===== config.mk =====
export PLATFORM = sky130hd
export DESIGN_NAME = soft_deinterleaver_pp
export DESIGN_NICKNAME = d
export VERILOG_FILES = /design/src/rtl/soft_deinterleaver_pp.sv
export SDC_FILE = /design/constraint.sdc
export NUM_CORES = 1
export LEC_CHECK = 0
export ABC_AREA = 1
export BUFFER_PORTS_ARGS = -buffer_cell sky130_fd_sc_hd__buf_4
export CORE_ASPECT_RATIO = 0.9
export CORE_MARGIN = 2
export CORE_UTILIZATION = 64
export DETAILED_ROUTE_END_ITERATION = 8
export PLACE_DENSITY_LB_ADDON = 0.1
export REMOVE_ABC_BUFFERS = 1
export SYNTH_ARGS = -nofsm -noshare
export SYNTH_HDL_FRONTEND = slang
export SYNTH_SLANG_ARGS = --single-unit

===== constraint.sdc =====
create_clock -name clock -period 5.8 [get_ports clock]
set_input_delay 0.87 -clock clock [delete_from_list [all_inputs] [get_ports clock]]
set_output_delay 0.87 -clock clock [all_outputs]
set_load 0.005 [all_outputs]

===== src/rtl/soft_deinterleaver_pp.sv =====
// 802.11a block deinterleaver for BPSK..64-QAM soft samples with ping-pong symbol banks.
// Samples are written in permuted order and read back sequentially; both sides use valid/ready.
module soft_deinterleaver_pp #(
   parameter int unsigned SOFT_W    = 1,
   parameter int unsigned NCBPS_MAX = 288,
   parameter int unsigned ADDR_W    = 9
) (
   input  logic              clock,
   input  logic              reset,
   input  logic [SOFT_W-1:0] inputData,
   input  logic              inputValid,
   output logic              inputReady,
   input  logic [1:0]        mode,
   output logic [SOFT_W-1:0] outputData,
   output logic              outputValid,
   input  logic              outputReady,
   output logic              outputLast
);

   localparam int unsigned ROW_W = 4;
   localparam int unsigned COL_W = 5;
   localparam int unsigned RCW   = ROW_W + COL_W;

   // NCBPS = 16 * cols; the permutation rotates each group of `step` samples.
   function automatic logic [1:0] stepOf(input logic [1:0] m);
      case (m)
         2'd2:    return 2'd2;
         2'd3:    return 2'd3;
         default: return 2'd1;
      endcase
   endfunction

   function automatic logic [COL_W-1:0] colsOf(input logic [1:0] m);
      case (m)
         2'd0:    return 5'd3;
         2'd1:    return 5'd6;
         2'd2:    return 5'd12;
         default: return 5'd18;
      endcase
   endfunction

   logic [SOFT_W-1:0] mem [2][NCBPS_MAX];
   logic [1:0]        bankMode [2];
   logic [1:0]        bankFull;
   logic [1:0]        fullNext;

   logic              wrBank;
   logic              wrBankNext;
   logic              wrActive;
   logic [1:0]        curMode;
   logic [ROW_W-1:0]  wrRow;
   logic [COL_W-1:0]  wrCol;
   logic [1:0]        wrSub;
   logic [1:0]        wrRot;

   logic [1:0]        wrMode;
   logic [1:0]        wrStep;
   logic [COL_W-1:0]  wrCols;
   logic [2:0]        rotSum;
   logic [2:0]        rotSub;
   logic [COL_W-1:0]  wrColPerm;
   logic [ADDR_W-1:0] wrAddr;
   logic              wrAccept;
   logic              wrColEnd;
   logic              wrEnd;

   logic              rdBank;
   logic [ADDR_W-1:0] rdCnt;
   logic [COL_W-1:0]  rdCols;
   logic              rdEnd;
   logic              rdLoad;
   logic              outDone;
   logic              readyNext;

   // Write address: k = 16 * (col with rotated sub-position) + row, all from counters.
   always_comb begin
      wrMode    = wrActive ? curMode : mode;
      wrStep    = stepOf(wrMode);
      wrCols    = colsOf(wrMode);
      rotSum    = 3'(wrSub) + 3'(wrRot);
      rotSub    = (rotSum >= 3'(wrStep)) ? rotSum - 3'(wrStep) : rotSum;
      wrColPerm = wrCol - COL_W'(wrSub) + COL_W'(rotSub);
      wrAddr    = ADDR_W'({wrColPerm, 4'b0000}) + ADDR_W'(wrRow);
      wrAccept  = inputValid && inputReady;
      wrColEnd  = (wrCol == wrCols - 5'd1);
      wrEnd     = (wrRow == 4'd15) && wrColEnd;
   end

   // The bank to free is the one behind rdBank: rdBank moves on once its last sample is loaded.
   always_comb begin
      rdCols     = colsOf(bankMode[rdBank]);
      rdEnd      = (rdCnt == ADDR_W'({rdCols, 4'b0000}) - ADDR_W'(1));
      rdLoad     = bankFull[rdBank] && (!outputValid || outputReady);
      outDone    = outputValid && outputReady && outputLast;
      fullNext   = bankFull;
      if (outDone)
         fullNext[~rdBank] = 1'b0;
      if (wrAccept && wrEnd)
         fullNext[wrBank] = 1'b1;
      wrBankNext = wrBank ^ (wrAccept && wrEnd);
      readyNext  = !fullNext[wrBankNext];
   end

   always_ff @(posedge clock) begin
      if (wrAccept)
         mem[wrBank][wrAddr] <= inputData;
   end

   always_ff @(posedge clock) begin
      if (reset) begin
         bankFull    <= 2'b00;
         bankMode[0] <= 2'd0;
         bankMode[1] <= 2'd0;
         wrBank      <= 1'b0;
         wrActive    <= 1'b0;
         curMode     <= 2'd0;
         wrRow       <= '0;
         wrCol       <= '0;
         wrSub       <= 2'd0;
         wrRot       <= 2'd0;
         inputReady  <= 1'b0;
      end else begin
         bankFull   <= fullNext;
         wrBank     <= wrBankNext;
         inputReady <= readyNext;
         if (wrAccept) begin
            if (!wrActive) begin
               bankMode[wrBank] <= mode;
               curMode          <= mode;
            end
            if (wrEnd) begin
               wrActive <= 1'b0;
               wrRow    <= '0;
               wrCol    <= '0;
               wrSub    <= 2'd0;
               wrRot    <= 2'd0;
            end else begin
               wrActive <= 1'b1;
               wrSub    <= (wrSub == wrStep - 2'd1) ? 2'd0 : wrSub + 2'd1;
               if (wrColEnd) begin
                  wrCol <= '0;
                  wrRow <= wrRow + 4'd1;
                  wrRot <= (wrRot == wrStep - 2'd1) ? 2'd0 : wrRot + 2'd1;
               end else begin
                  wrCol <= wrCol + 5'd1;
               end
            end
         end
      end
   end

   // Output register reloads on the same edge it hands off, so full banks stream gap-free.
   always_ff @(posedge clock) begin
      if (reset) begin
         rdBank      <= 1'b0;
         rdCnt       <= '0;
         outputData  <= '0;
         outputValid <= 1'b0;
         outputLast  <= 1'b0;
      end else if (rdLoad) begin
         outputData  <= mem[rdBank][rdCnt];
         outputLast  <= rdEnd;
         outputValid <= 1'b1;
         rdCnt       <= rdEnd ? '0 : rdCnt + ADDR_W'(1);
         if (rdEnd)
            rdBank <= ~rdBank;
      end else if (outputReady) begin
         outputValid <= 1'b0;
         outputLast  <= 1'b0;
      end
   end

   logic unusedRcw;
   assign unusedRcw = (RCW > ADDR_W) ? 1'b0 : 1'b1;

endmodule


-- Yosys cells after proc, flatten, opt, wreduce, memory -nomap -nowiden
Memories as Yosys holds them, arrays and structs flattened. A register that Yosys moved wholly into a read port is not among the register bits.
Cells that the tools add are included.
- $add $sub $neg: 13
- order comparisons: 10
- eq/ne operators: 10
- multiplexer cells: 49
- bitwise gates (word level): 7
- reductions and logical operators: 19
- operator list (cell ; number):
    288-bit two-way mux ; 1
    5-bit one-hot mux with 3 select lines ; 2
    1-bit two-way mux ; 26
    10-bit greater-or-equal comparator, second input constant ; 2
    9-bit NOT with 10-bit output ; 2
    2-bit two-way mux ; 9
    10-bit by 1-bit less-than comparator with 1-bit output, second input constant ; 1
    5-bit two-way mux ; 2
    9-bit by 1-bit adder with 9-bit output, second input constant ; 1
    9-bit by 4-bit adder with 9-bit output ; 1
    1-bit binary-select mux with 9-bit select ; 1
    1-bit demux with 9-bit select ; 1
    9-bit == test ; 1
    1-bit logical AND ; 9
    9-bit two-way mux ; 1
    9-bit by 1-bit subtractor with 9-bit output, second input constant ; 1
    1-bit by 2-bit less-than comparator with 1-bit output, second input constant ; 4
    4-bit two-way mux ; 2
    2-bit == test, second input constant ; 3
    5-bit by 1-bit adder with 5-bit output, second input constant ; 1
    5-bit by 3-bit adder with 5-bit output ; 1
    5-bit == test ; 1
    5-bit by 1-bit subtractor with 5-bit output, second input constant ; 1
    5-bit by 2-bit subtractor with 5-bit output ; 1
    24 further kinds ; 33
- register bits after elaboration: 33
- memory bits (writable): 580
- input bits: 7
- output and inout bits: 4
- memories kept: 2
- memories (name ; depth ; bits a word ; read ports ; clocked after memory_dff ; write ports ; line ; source):
    mem ; 2 ; 288 ; 1 ; 1 ; 1 ; 42 ; logic [SOFT_W-1:0] mem [2][NCBPS_MAX];
    bankMode ; 2 ; 2 ; 1 ; 1 ; 2 ; 43 ; logic [1:0] bankMode [2];

-- Logic depth before layout (Yosys ltp)
- word-level depth: 13
- gate-level depth with buffers: 23
- depth with buffers taken out: 22

-- Worst setup path before layout
Ideal clock, no wire load.
- kind: in2reg
- start: input mode[0]
- end: memory mem[0][164] in the netlist's numbering, enable pin
- setup time: 312 ps
- data arrival time: 4077 ps
- data required time: 5488 ps
- path slack: 1410 ps
- stages on the path: 15
- buffers on the path: 1
- cells stage by stage: inv_1 o21ai_1 inv_2 nand2_2 ha_1 fa_1 a21oi_1 fa_1 fa_1 xor2_1 inv_1 nor3_2 nand2_1 clkbuf_1 nor3_1
- word-level cells in the longest chain between the ends: 13
- ends and longest elaborated chain (what ; line ; source):
    from (decl) ; 13 ; input logic [1:0] mode,
    2-bit two-way mux * ; - ;
    2-bit == test ; 26 ; case (m)
    2-bit one-hot mux with 2 select lines * ; 26 ;
    3-bit by 2-bit subtractor with 3-bit output / 3-bit by 2-bit greater-or-equal comparator with 1-bit output (equally long branches) ; 81 ; rotSub = (rotSum >= 3'(wrStep)) ? rotSum - 3'(wrStep) : rotSum;
    3-bit two-way mux * ; 81 ;
    5-bit by 3-bit adder with 5-bit output * ; 82 ; wrColPerm = wrCol - COL_W'(wrSub) + COL_W'(rotSub);
    9-bit by 4-bit adder with 9-bit output * ; 83 ; wrAddr = ADDR_W'({wrColPerm, 4'b0000}) + ADDR_W'(wrRow);
    9-bit NOT with 10-bit output (implied by the code) * ; 106 ; mem[wrBank][wrAddr] <= inputData;
    10-bit greater-or-equal comparator (implied by the code) / 10-bit by 1-bit less-than comparator with 1-bit output (equally long branches) ; 106 ;
    1-bit logical AND (implied by the code) ; 106 ;
    1-bit two-way mux (implied by the code) ; 106 ;
    1-bit demux with 9-bit select * ; 106 ;
    288-bit two-way mux (implied by the code) * ; 106 ;
    to (decl) ; 42 ;
Every way passes the cells marked *; elsewhere a longest branch is shown, timed or not.

-- Worst setup path in the final report
- start: register wrSub[0]
- end: memory mem[0][282] in the netlist's numbering, enable pin
- word-level cells in the longest chain between the ends: 11
- ends and longest elaborated chain (what ; line ; source):
    from (decl) ; 53 ; logic [1:0] wrSub;
    from (signal assigned) ; 139 ; wrSub <= (wrSub == wrStep - 2'd1) ? 2'd0 : wrSub + 2'd1;
    2-bit by 2-bit adder with 3-bit output ; 80 ; rotSum = 3'(wrSub) + 3'(wrRot);
    3-bit by 2-bit subtractor with 3-bit output / 3-bit by 2-bit greater-or-equal comparator with 1-bit output (equally long branches) ; 81 ;
    3-bit two-way mux ; 81 ;
    5-bit by 3-bit adder with 5-bit output * ; 82 ;
    9-bit by 4-bit adder with 9-bit output * ; 83 ;
    9-bit NOT with 10-bit output (implied by the code) * ; 106 ;
    10-bit greater-or-equal comparator (implied by the code) / 10-bit by 1-bit less-than comparator with 1-bit output (equally long branches) ; 106 ;
    1-bit logical AND (implied by the code) ; 106 ;
    1-bit two-way mux (implied by the code) ; 106 ;
    1-bit demux with 9-bit select * ; 106 ;
    288-bit two-way mux (implied by the code) * ; 106 ;
Marked as above.

==> Implementation_results.wiki <==
{| class="wikitable"
! Metric !! Value
|-
| Final antenna diode count || 0
|-
| CTS tree || done
|-
| Setup total negative slack || 0 ns
|-
| Starting density of the core || 0.646
|-
| Setup Crit Path Kind || flip-flop to flip-flop
|-
| Placed Cells || 3414
|-
| Arrival time worst endpoint || 5.22 ns
|-
| Netlist area before placement || 0.0293 sq mm
|-
| First-pass GRT wire length || 117000 um
|-
| Most used flip-flop cell after synthesis || edfxtp_1
|-
| I/O Buffers || 10
|-
| Internal Power || 7.00 mW
|-
| Number of synthesized flops with an enable pin || 580
|-
| Largest net degree at the start of global routing || 211
|-
| Count of hold buffers inserted by post-cts repair || 0
|-
| Vias in the first global route || 21100
|-
| Number of clock sinks || 614
|-
| Power Total || 9.15 mW
|-
| Number of setup buffers added after CTS || 0
|-
| Global placement routability congestion || 0.881
|-
| Die span in y || 207 um
|-
| Synth unique cells || 42
|-
| FMAX || 203 MHz
|-
| Post-route clock skew || 0.0196 ns
|-
| Maximum level of the CTS H-tree || 2
|-
| Number of antenna violations at the first check in global routing || 1
|-
| Clock-pin slew on the worst setup and hold paths || 0.06 ns
|-
| Share of the synthesized area in the top cell type || 0.595
|-
| Total of endpoints with negative setup slack in the final report || 0
|-
| Source-to-sink clock delay at the later pin of the worst-skew pair || 0.63 ns
|-
| Top delay family on crit path || adder cells
|-
| Final worst path period need || 4.92 ns
|-
| Pre-CTS setup slack || 0.560 ns
|-
| All-layer global routing usage || 0.321
|-
| Crit. End Element || flip-flop
|-
| Switching part of the total || 0.235
|-
| Outcome || finished clean
|-
| Worst min path class || flip-flop to flip-flop
|-
| Reported max-cap violation count || 0
|-
| Max-slew headroom || 0.155
|-
| Avg Inst Size Synth || 9.65 sq um
|-
| Portion of total power attributed to combinational logic || 0.069
|-
| Share of total power in sequential cells || 0.531
|-
| IO Count || 11
|-
| Fraction of the yosys area taken by sequential cells || 0.619
|-
| Library cell with the largest summed area after synthesis || edfxtp_1
|-
| Top cells by area, synth || edfxtp_1, nor3_1, nand2_1
|-
| Vias per cell || 6.30
|-
| Cell Rows || 74
|-
| Cell-by-cell trace of the critical path || ha_1 > fa_1 > inv_1 > fa_1 > a21oi_1 > fa_1 > fa_1 > nand3_1 > nand2_1 > xor2_1 > inv_1 > nor3_2 > nand2_1 > buf_4 > nor3_1
|-
| Number of hold violations in the final report || 0
|-
| RSZ-0062 raised after global routing || false
|-
| Proportion of register bits with asynchronous set or reset after synthesis || 0
|-
| Highest-delay cell along the critical path || nor3_2
|-
| Startpoint types || flip-flop
|-
| Final WL || 75900 um
|-
| Congestion Overflow GR || 0
|-
| Total via count in the routed design || 22200
|-
| Cts repair resizes || 0
|-
| Clock Path Buffers || 3
|-
| Number of nets with antenna violations after routing || 0
|-
| Total power per unit cell area || 294 mW/mm^2
|-
| Critical-path maximum fanout || 32
|-
| Half-perimeter wire length of the detailed placement result || 36200 um
|-
| Most numerous cell on the critical path || fa_1
|-
| Share of power burned in the clock network || 0.400
|-
| Iter 0 DRT Violations || 2875
|-
| Root Driver || clkbuf_16
|-
| Final period util || 0.848
|-
| Post-route design area || 0.0311 sq mm
|-
| DP Area || 0.0293 sq mm
|-
| Stage delay of the slowest cell on the critical path || 0.61 ns
|-
| Routed WL per cell || 21.5 um
|-
| Final-report max-slew violation count || 0
|-
| Number of nets at the end of the flow || 2895
|-
| DIE WIDTH || 229 um
|-
| Number of warnings reported in the yosys synthesis log || 0
|-
| Area growth, synth to finish || 6.34%
|-
| Buffers & Inverters on Critical Path || 3
|-
| Worst Tran Pin Value || 1.26 ns
|-
| Drt first pass iters || 6
|-
| DRC viols || 0
|-
| Switching power || 2.15 mW
|-
| P_leak || 10.2 nW
|-
| CTS Buf Count || 61
|-
| Area of the die || 0.0474 sq mm
|-
| Required @ worst endpoint || 6.10 ns
|-
| Core Region || 0.0453 sq mm
|-
| Fin worst setup slack || 0.883 ns
|-
| Final instance count without filler cells || 3528
|-
| Worst ir drop on vdd || 0.230 mV
|-
| Number of flip-flops and latches in the synthesized netlist || 614
|-
| Mapped Cells || 3033
|-
| Share of post-route cells with drive strength above 1 || 0.0610
|}
==> final cells by class <==
cell class,count,area [sq um]
sequential,614,18100
clock buffer,80,1640
multi-input combinational,2010,9440
timing repair buffer,60,508
inverter,122,475
fill,3458,14200
clock inverter,34,178
tap,608,761
==> routing by layer <==
metal  track usage  wire length [um]
met2         0.522             35300
met1         0.453             31500
met4         0.109              2300
met5             0                 0
met3        0.0456              6820
==> power groups by stage <==
stage               Clock (mW)  Combinational [mW]  Sequential, mW
floorplan                    0               0.351            4.95
global placement             0               0.602            4.95
detailed placement           0               0.616            4.95
CTS                       3.68               0.620            4.86
global route              3.85               0.686            4.86
finish                    3.66               0.635            4.86
==> flip-flops by register name, indices dropped and copies added (netlist names), named ones only <==
signal	flops
wrRow	4
outputData	1
wrRot	2
mem	576
outputLast	1
inputReady	1
wrBank	1
bankMode	4
rdCnt	9
wrCol	5
bankFull	2
rdBank	1
wrSub	2
curMode	2
wrActive	1
outputValid	1
==> cells in the final DEF (no fill, tap or decap), types with 18 or more instances in the layout <==
| cell type | count |
|---|---|
| clkinv_1 | 21 |
| dfxtp_1 | 30 |
| buf_4 | 55 |
| o21ai_0 | 189 |
| nand2_1 | 462 |
| o211ai_1 | 25 |
| inv_1 | 112 |
| clkbuf_16 | 63 |
| nor3_1 | 581 |
| edfxtp_1 | 580 |
| nand3_1 | 243 |
| nand2_2 | 18 |
| nor2_1 | 346 |
| a21oi_1 | 61 |
==> final timing paths <==
| path | cells past startpoint | slack (ns) | to | from |
|---|---|---|---|---|
| setup / recovery | 15 | 0.88 | mem[0][282] | wrSub[0] |
| hold / removal | 2 | 0.51 | outputLast | outputLast |
| hold reg to reg | 2 | 0.51 | outputLast | outputLast |
| setup reg to reg | 15 | 0.88 | mem[0][282] | wrSub[0] |
==> through the flow <==
stage,hold WS (ns),util
after CTS,0.483,0.687
final,0.509,0.687
after detailed placement,0.497,0.647
after global placement,0.495,0.647
after floorplan,0.478,-
after global routing,0.512,0.687
==> synth_stat cells (14+ instances only) <==
cell and instances:
nor2_1 346, o21ai_1 14, buf_2 43, nand2_1 476, a21oi_1 61, inv_1 113
edfxtp_1 580, o21ai_0 189, clkbuf_1 203, buf_4 23, nand3_1 243, ha_1 15
o211ai_1 25, dfxtp_1 34, nor3_1 581
==> worst min-delay path, cell delays in order (launching register included) <==
cell     delay [ns]
dfxtp_1        0.33
nand3_1        0.08
a21oi_1        0.06
==> kinds of logic (layout without fill, tap and decap cells) <==
logic type               after synthesis  count (layout)  share of synthesized area
multiplexers                           1               1                   0.000342
flip-flops                           614             614                      0.619
adder cells (fa/ha/maj)               19              19                    0.00915
buffers and inverters                409             296                     0.0600
AND/OR/NAND/NOR                     1675            1675                      0.254
XOR/XNOR                              10              10                    0.00299
AO/OA/AOI/OAI                        305             305                     0.0554
Note: power is estimated with default switching activity, not from simulation.
